$ cat config.mk
export PLATFORM = sky130hd
export DESIGN_NAME = subgraph_scheduler
export DESIGN_NICKNAME = d
export VERILOG_FILES = /design/src/rtl/subgraph_scheduler.sv
export SDC_FILE = /design/constraint.sdc
export NUM_CORES = 1
export LEC_CHECK = 0
export ABC_AREA = 1
export CAP_MARGIN = 20
export CORE_UTILIZATION = 51
export CTS_CLUSTER_DIAMETER = 60
export DETAILED_ROUTE_END_ITERATION = 16
export PLACE_DENSITY = 0.81
export SLEW_MARGIN = 20
export SYNTH_ARGS = -nofsm -noshare
export SYNTH_HDL_FRONTEND = slang
export SYNTH_SLANG_ARGS = --single-unit
$ cat constraint.sdc
create_clock -name clk -period 2.81 [get_ports clk]
set_input_delay 0.4215 -clock clk [delete_from_list [all_inputs] [get_ports clk]]
set_output_delay 0.4215 -clock clk [all_outputs]
set_load 0.005 [all_outputs]
$ cat src/rtl/subgraph_scheduler.sv
// subgraph_scheduler: walks the node_info BRAM one entry at a time and presents
// each entry with its subgraph framing (node index, subgraph index, first/last)
// over a valid/ready interface.
//
// Ports:
//   clk, rst_n                      clock, asynchronous active-low reset
//   start_i                         single-cycle start pulse (ignored while busy)
//   node_info_en_o/addr_o           BRAM read request
//   node_info_dout_i                BRAM data {row_length, num_of_nodes, source_node_flag}
//   row_length_o .. sg_last_o       per-entry output fields, qualified by valid_o
//   valid_o / ready_i               output handshake
//   done_o, busy_o, err_o           completion pulse, activity, sticky framing error
module subgraph_scheduler #(
  parameter int unsigned NODE_INFO_DEPTH = 13264,
  parameter int unsigned NUM_SUBGRAPHS   = 2708,
  parameter int unsigned ROW_LEN_WIDTH   = 11,
  parameter int unsigned NUM_NODE_WIDTH  = 8,
  parameter int unsigned BRAM_LATENCY    = 1,
  localparam int unsigned NODE_INFO_WIDTH = ROW_LEN_WIDTH + NUM_NODE_WIDTH + 1,
  localparam int unsigned ADDR_W = (NODE_INFO_DEPTH > 1) ? $clog2(NODE_INFO_DEPTH) : 1,
  localparam int unsigned SG_W   = (NUM_SUBGRAPHS > 1) ? $clog2(NUM_SUBGRAPHS) : 1
) (
  input  logic                       clk,
  input  logic                       rst_n,
  input  logic                       start_i,
  output logic                       node_info_en_o,
  output logic [ADDR_W-1:0]          node_info_addr_o,
  input  logic [NODE_INFO_WIDTH-1:0] node_info_dout_i,
  output logic [ROW_LEN_WIDTH-1:0]   row_length_o,
  output logic [NUM_NODE_WIDTH-1:0]  num_of_nodes_o,
  output logic                       source_node_flag_o,
  output logic [NUM_NODE_WIDTH-1:0]  node_idx_o,
  output logic [SG_W-1:0]            sg_idx_o,
  output logic                       sg_first_o,
  output logic                       sg_last_o,
  output logic                       valid_o,
  input  logic                       ready_i,
  output logic                       done_o,
  output logic                       busy_o,
  output logic                       err_o
);

  localparam logic [0:0] WAIT_LAST = 1'(BRAM_LATENCY - 1);

  typedef enum logic [2:0] {IDLE, READ, WAIT, OUT, DONE} state_t;

  typedef struct packed {
    logic [ROW_LEN_WIDTH-1:0]  row_length;
    logic [NUM_NODE_WIDTH-1:0] num_of_nodes;
    logic                      source_node_flag;
  } node_info_t;

  state_t                    state, state_n;
  logic [0:0]                wait_q, wait_n;
  logic [ADDR_W-1:0]         addr_n;
  logic [SG_W-1:0]           sg_n;
  logic [NUM_NODE_WIDTH-1:0] node_n, num_n, eff_num;
  logic [ROW_LEN_WIDTH-1:0]  row_n;
  logic                      flag_n, first_n, last_n, err_n;
  logic                      at_head, terminate;
  node_info_t                din;

  assign din       = node_info_t'(node_info_dout_i);
  assign at_head   = (node_idx_o == '0);
  // A zero count at the head of a subgraph is treated as a single-entry subgraph
  assign eff_num   = at_head ? ((din.num_of_nodes == '0) ? NUM_NODE_WIDTH'(1) : din.num_of_nodes)
                             : num_of_nodes_o;
  // Stop on the last entry of the final subgraph or at the end of the table
  assign terminate = (sg_last_o && (sg_idx_o == SG_W'(NUM_SUBGRAPHS - 1))) ||
                     (node_info_addr_o == ADDR_W'(NODE_INFO_DEPTH - 1));

  // Next-state and next-register logic
  always_comb begin
    state_n = state;
    wait_n  = wait_q;
    addr_n  = node_info_addr_o;
    sg_n    = sg_idx_o;
    node_n  = node_idx_o;
    num_n   = num_of_nodes_o;
    row_n   = row_length_o;
    flag_n  = source_node_flag_o;
    first_n = sg_first_o;
    last_n  = sg_last_o;
    err_n   = err_o;

    case (state)
      IDLE: begin
        if (start_i) begin
          state_n = READ;
          addr_n  = '0;
          sg_n    = '0;
          node_n  = '0;
          err_n   = 1'b0;
        end
      end
      READ: begin
        state_n = WAIT;
        wait_n  = '0;
      end
      WAIT: begin
        if (wait_q == WAIT_LAST) begin
          // Capture the BRAM word and its framing on the final wait edge
          state_n = OUT;
          row_n   = din.row_length;
          flag_n  = din.source_node_flag;
          num_n   = eff_num;
          first_n = at_head;
          last_n  = (node_idx_o == eff_num - NUM_NODE_WIDTH'(1));
          if ((at_head && (!din.source_node_flag || din.num_of_nodes == '0)) ||
              (!at_head && din.source_node_flag)) begin
            err_n = 1'b1;
          end
        end else begin
          wait_n = wait_q + 1'b1;
        end
      end
      OUT: begin
        if (ready_i) begin
          if (terminate) begin
            state_n = DONE;
          end else begin
            state_n = READ;
            addr_n  = node_info_addr_o + ADDR_W'(1);
            if (sg_last_o) begin
              node_n = '0;
              sg_n   = sg_idx_o + SG_W'(1);
            end else begin
              node_n = node_idx_o + NUM_NODE_WIDTH'(1);
            end
          end
        end
      end
      DONE: begin
        state_n = IDLE;
      end
      default: begin
        state_n = IDLE;
      end
    endcase
  end

  // State and registered outputs; status outputs follow the next state
  always_ff @(posedge clk or negedge rst_n) begin
    if (!rst_n) begin
      state              <= IDLE;
      wait_q             <= '0;
      node_info_addr_o   <= '0;
      sg_idx_o           <= '0;
      node_idx_o         <= '0;
      num_of_nodes_o     <= '0;
      row_length_o       <= '0;
      source_node_flag_o <= 1'b0;
      sg_first_o         <= 1'b0;
      sg_last_o          <= 1'b0;
      err_o              <= 1'b0;
      node_info_en_o     <= 1'b0;
      valid_o            <= 1'b0;
      done_o             <= 1'b0;
      busy_o             <= 1'b0;
    end else begin
      state              <= state_n;
      wait_q             <= wait_n;
      node_info_addr_o   <= addr_n;
      sg_idx_o           <= sg_n;
      node_idx_o         <= node_n;
      num_of_nodes_o     <= num_n;
      row_length_o       <= row_n;
      source_node_flag_o <= flag_n;
      sg_first_o         <= first_n;
      sg_last_o          <= last_n;
      err_o              <= err_n;
      node_info_en_o     <= (state_n == READ);
      valid_o            <= (state_n == OUT);
      done_o             <= (state_n == DONE);
      busy_o             <= (state_n != IDLE);
    end
  end

endmodule

==> run metrics <==
post-synth top area share 42.1%; Setup Viol. Count Final 0; syn_nets 558; starting density of the core 52.5%; worst-margin pin slew 0.658 ns; number of flops mapped to enable cells by yosys 0; Synth Register Bits 64; crit path launch node_idx_o[0]$_DFFE_PN0P_; ANT nets after route 0; hpwl dp 7050 um; I/O pins 85; Post-synth ARST share 100%; Worst-path clk slew 0.08 ns; PortBufs 84; max_slew headroom 56.0%; total grt overflow 0; clock latency on the worst-skew pair 0.35 ns; sequential fraction of design power 29.9%; total CTS buffers 9; Die X-Extent 88.4 um; CTS Sinks 64; Critical R2R Capture sg_last_o$_DFFE_PN0P_; ANT cells 0; Top cell by count, worst path nand2_1; FP Rows 31; Psw 0.00206 W; Pint 0.00254 W; hold crit path type in -> async; initial antenna violation count 0; clk root buf clkbuf_8; Cells after Synth 529; Synth area leader dfrtp_1; crit-path leading delay family simple AND/OR/NAND/NOR gates; Total GRT Usage 26.2%; Mapped Area 3810 um2; cells on worst reg2reg path 17; Critical Path Fanout Max 12; routability congestion estimate 0.930; Final Skew 0.0103 ns; Seq/Total Area, Yosys 42.1%; TritonCTS clock tree built; maximum VDD drop 0.522 mV; Avg Inst Size Synth 7.20 um2; largest net degree at the start of global routing 65; Comb pwr share 53.5%; CP Data Arrival Time 2.84 ns; RR Startpoint node_idx_o[0]$_DFFE_PN0P_; Worst path max stage delay 0.43 ns; prevailing post-synth register cell dfrtp_1; Avg WL per Cell 13.5 um; CP Capture Type flop; fin. max-slew vios 0; RSZ-0062 raised after global routing false; height of the die 88.4 um; Cell Pwr Density 930 nW/um2; synth-to-layout area growth 29.8%; static leakage 2.26 nW; worst hold slack 0.0707 ns; Tcrit/Tclk final 90.8%; CP cell instances inv_1, ha_1, nand3_2, nor2_4, nand3_2, nand2_2, ha_1, inv_1, nor2_2, nand2_1, nor2_1, nand2_1, nand3_1, nand2_1, nor2_1, nand2_1, nand2_1; Core ar. 7250 um2; Cell variety after synth 32; initial drt markers 268; vias in the first global route 3,449; die area 7820 um2; Post-Route WL 9710 um; synth cell count leaders nand2_1 (168), dfrtp_1 (64), inv_1 (53), nor2_1 (48), nand3_1 (40); Hold Fails Final Rpt 0; run status finished, final reports clean; switching share of total power 44.8%; power share of the clock group 16.6%; first drt pass iteration count 5; Fmax achieved 0.392 GHz; share of layout cells above drive strength 1 9.02%; nets 645; setup_tns 0 ns; WS Path Type reg -> reg; first-pass GRT wire length 15,800 um; Warnings, synthesis 0; via/cell ratio 5.23; CP startpoint kind flop; vias 3,768; max_cap viols 0; top-count cell post-synth nand2_1; Critical path buffers and inverters 2; Reg2Reg Setup Slack 0.26 ns; DR DRC count 0; slowest CP cell dfrtp_1; htree depth 3; Synth area leaders dfrtp_1 (42%), nand2_1 (17%), nand3_1 (5.3%); deepest clock path buffer count 2; minimum period implied by the final worst setup slack 2.55 ns; Data required, critical path 3.10 ns
logic make-up (layout without fill, tap and decap cells):
group	count (synthesis)	in the layout	share of synthesized area [%]
AOI/OAI and AO/OA	48	48	6.97
xor gates and xnor gates	22	22	5.06
adders and majority gates	5	5	1.64
buffers and inverters	80	172	8.35
DFF	64	64	42.1
and+or+nand+nor	310	310	35.9
state kept, by name (all words and copies together) (netlist names), 3 cells and up:
| name | flops |
|---|---|
| node_info_addr_o | 14 |
| num_of_nodes_o | 8 |
| row_length_o | 11 |
| state | 3 |
| node_idx_o | 8 |
| sg_idx_o | 12 |
final cells by class:
class	count	area, um2
timing repair buffer	89	886
inverter	67	251
sequential	64	1600
clock inverter	2	12.5
fill	630	2310
tap	99	124
multi-input combinational	385	1890
clock buffer	14	173
how the worst max path moves through the flow:
stage	endpoint	depth (start not counted)	slack [ns]
4_1_cts	sg_last_o$_DFFE_PN0P_	17	0.29
2_1_floorplan	sg_last_o$_DFFE_PN0P_	17	0.64
6_report	sg_last_o$_DFFE_PN0P_	17	0.26
5_1_grt	sg_last_o$_DFFE_PN0P_	17	0.08
3_5_place_dp	node_info_addr_o[8]$_DFFE_PN0P_	8	0.002
3_3_place_gp	node_idx_o[3]$_DFFE_PN0P_	8	0.07
power groups by stage:
stage	combinational (W)	clock, W	sequential [W]
2_1_floorplan	0.00155	0	0.00138
3_3_place_gp	0.00235	0	0.00138
3_5_place_dp	0.00242	0	0.00139
4_1_cts	0.00245	0.000770	0.00137
5_1_grt	0.00273	0.000809	0.00141
6_report	0.00246	0.000761	0.00138
cell usage in the layout, fill, tap and decap left out, types with 6 or more instances in the layout:
cell / netlist / layout
inv_2: 14 / 14
nor2_1: 48 / 48
nand2_1: 168 / 168
nor3_1: 19 / 19
nand2_2: 7 / 7
nand4_1: 6 / 6
clkbuf_8: 0 / 12
dfrtp_1: 64 / 64
o21ai_1: 8 / 8
clkdlybuf4s50_1: 0 / 83
inv_1: 53 / 53
o21ai_0: 30 / 30
o31ai_1: 7 / 7
nand3_1: 40 / 40
xor2_1: 22 / 22
worst reg2reg max path, cell delays in order, from the launching register on:
cell	delay, ns
dfrtp_1	0.43
inv_1	0.18
ha_1	0.23
nand3_2	0.11
nor2_4	0.29
nand3_2	0.14
nand2_2	0.13
ha_1	0.19
inv_1	0.07
nor2_2	0.12
nand2_1	0.07
nor2_1	0.12
nand2_1	0.07
nand3_1	0.09
nand2_1	0.07
nor2_1	0.10
nand2_1	0.06
nand2_1	0.05
routing by layer:
layer / track usage (%) / routed length [um] / up-vias
met2: 42.5 / 4640 / 130
li1: - / - / 1844
met1: 34.8 / 4280 / 1776
met5: 0 / 0 / -
met3: 5.69 / 582 / 18
met4: 9.09 / 204 / 0
through the flow:
step                      total power, W  utilization [%]  instances  instance area, um2  setup slack [ns]
after floorplan                  0.00293                -        529                3810             0.637
final                            0.00459             68.1        720                4940             0.257
after detailed placement         0.00381             65.5        704                4750           0.00248
after global placement           0.00373             65.5        704                4750            0.0709
after global routing             0.00495             68.1        720                4940            0.0820
after CTS                        0.00460             68.1        720                4940             0.289
repair_timing:
action                     CTS  global route
setup buffers                0             0
setup endpoints to repair    2             0
hold buffers                 0             0
resized for setup            1             0
Power figures use the tool's default switching activity.
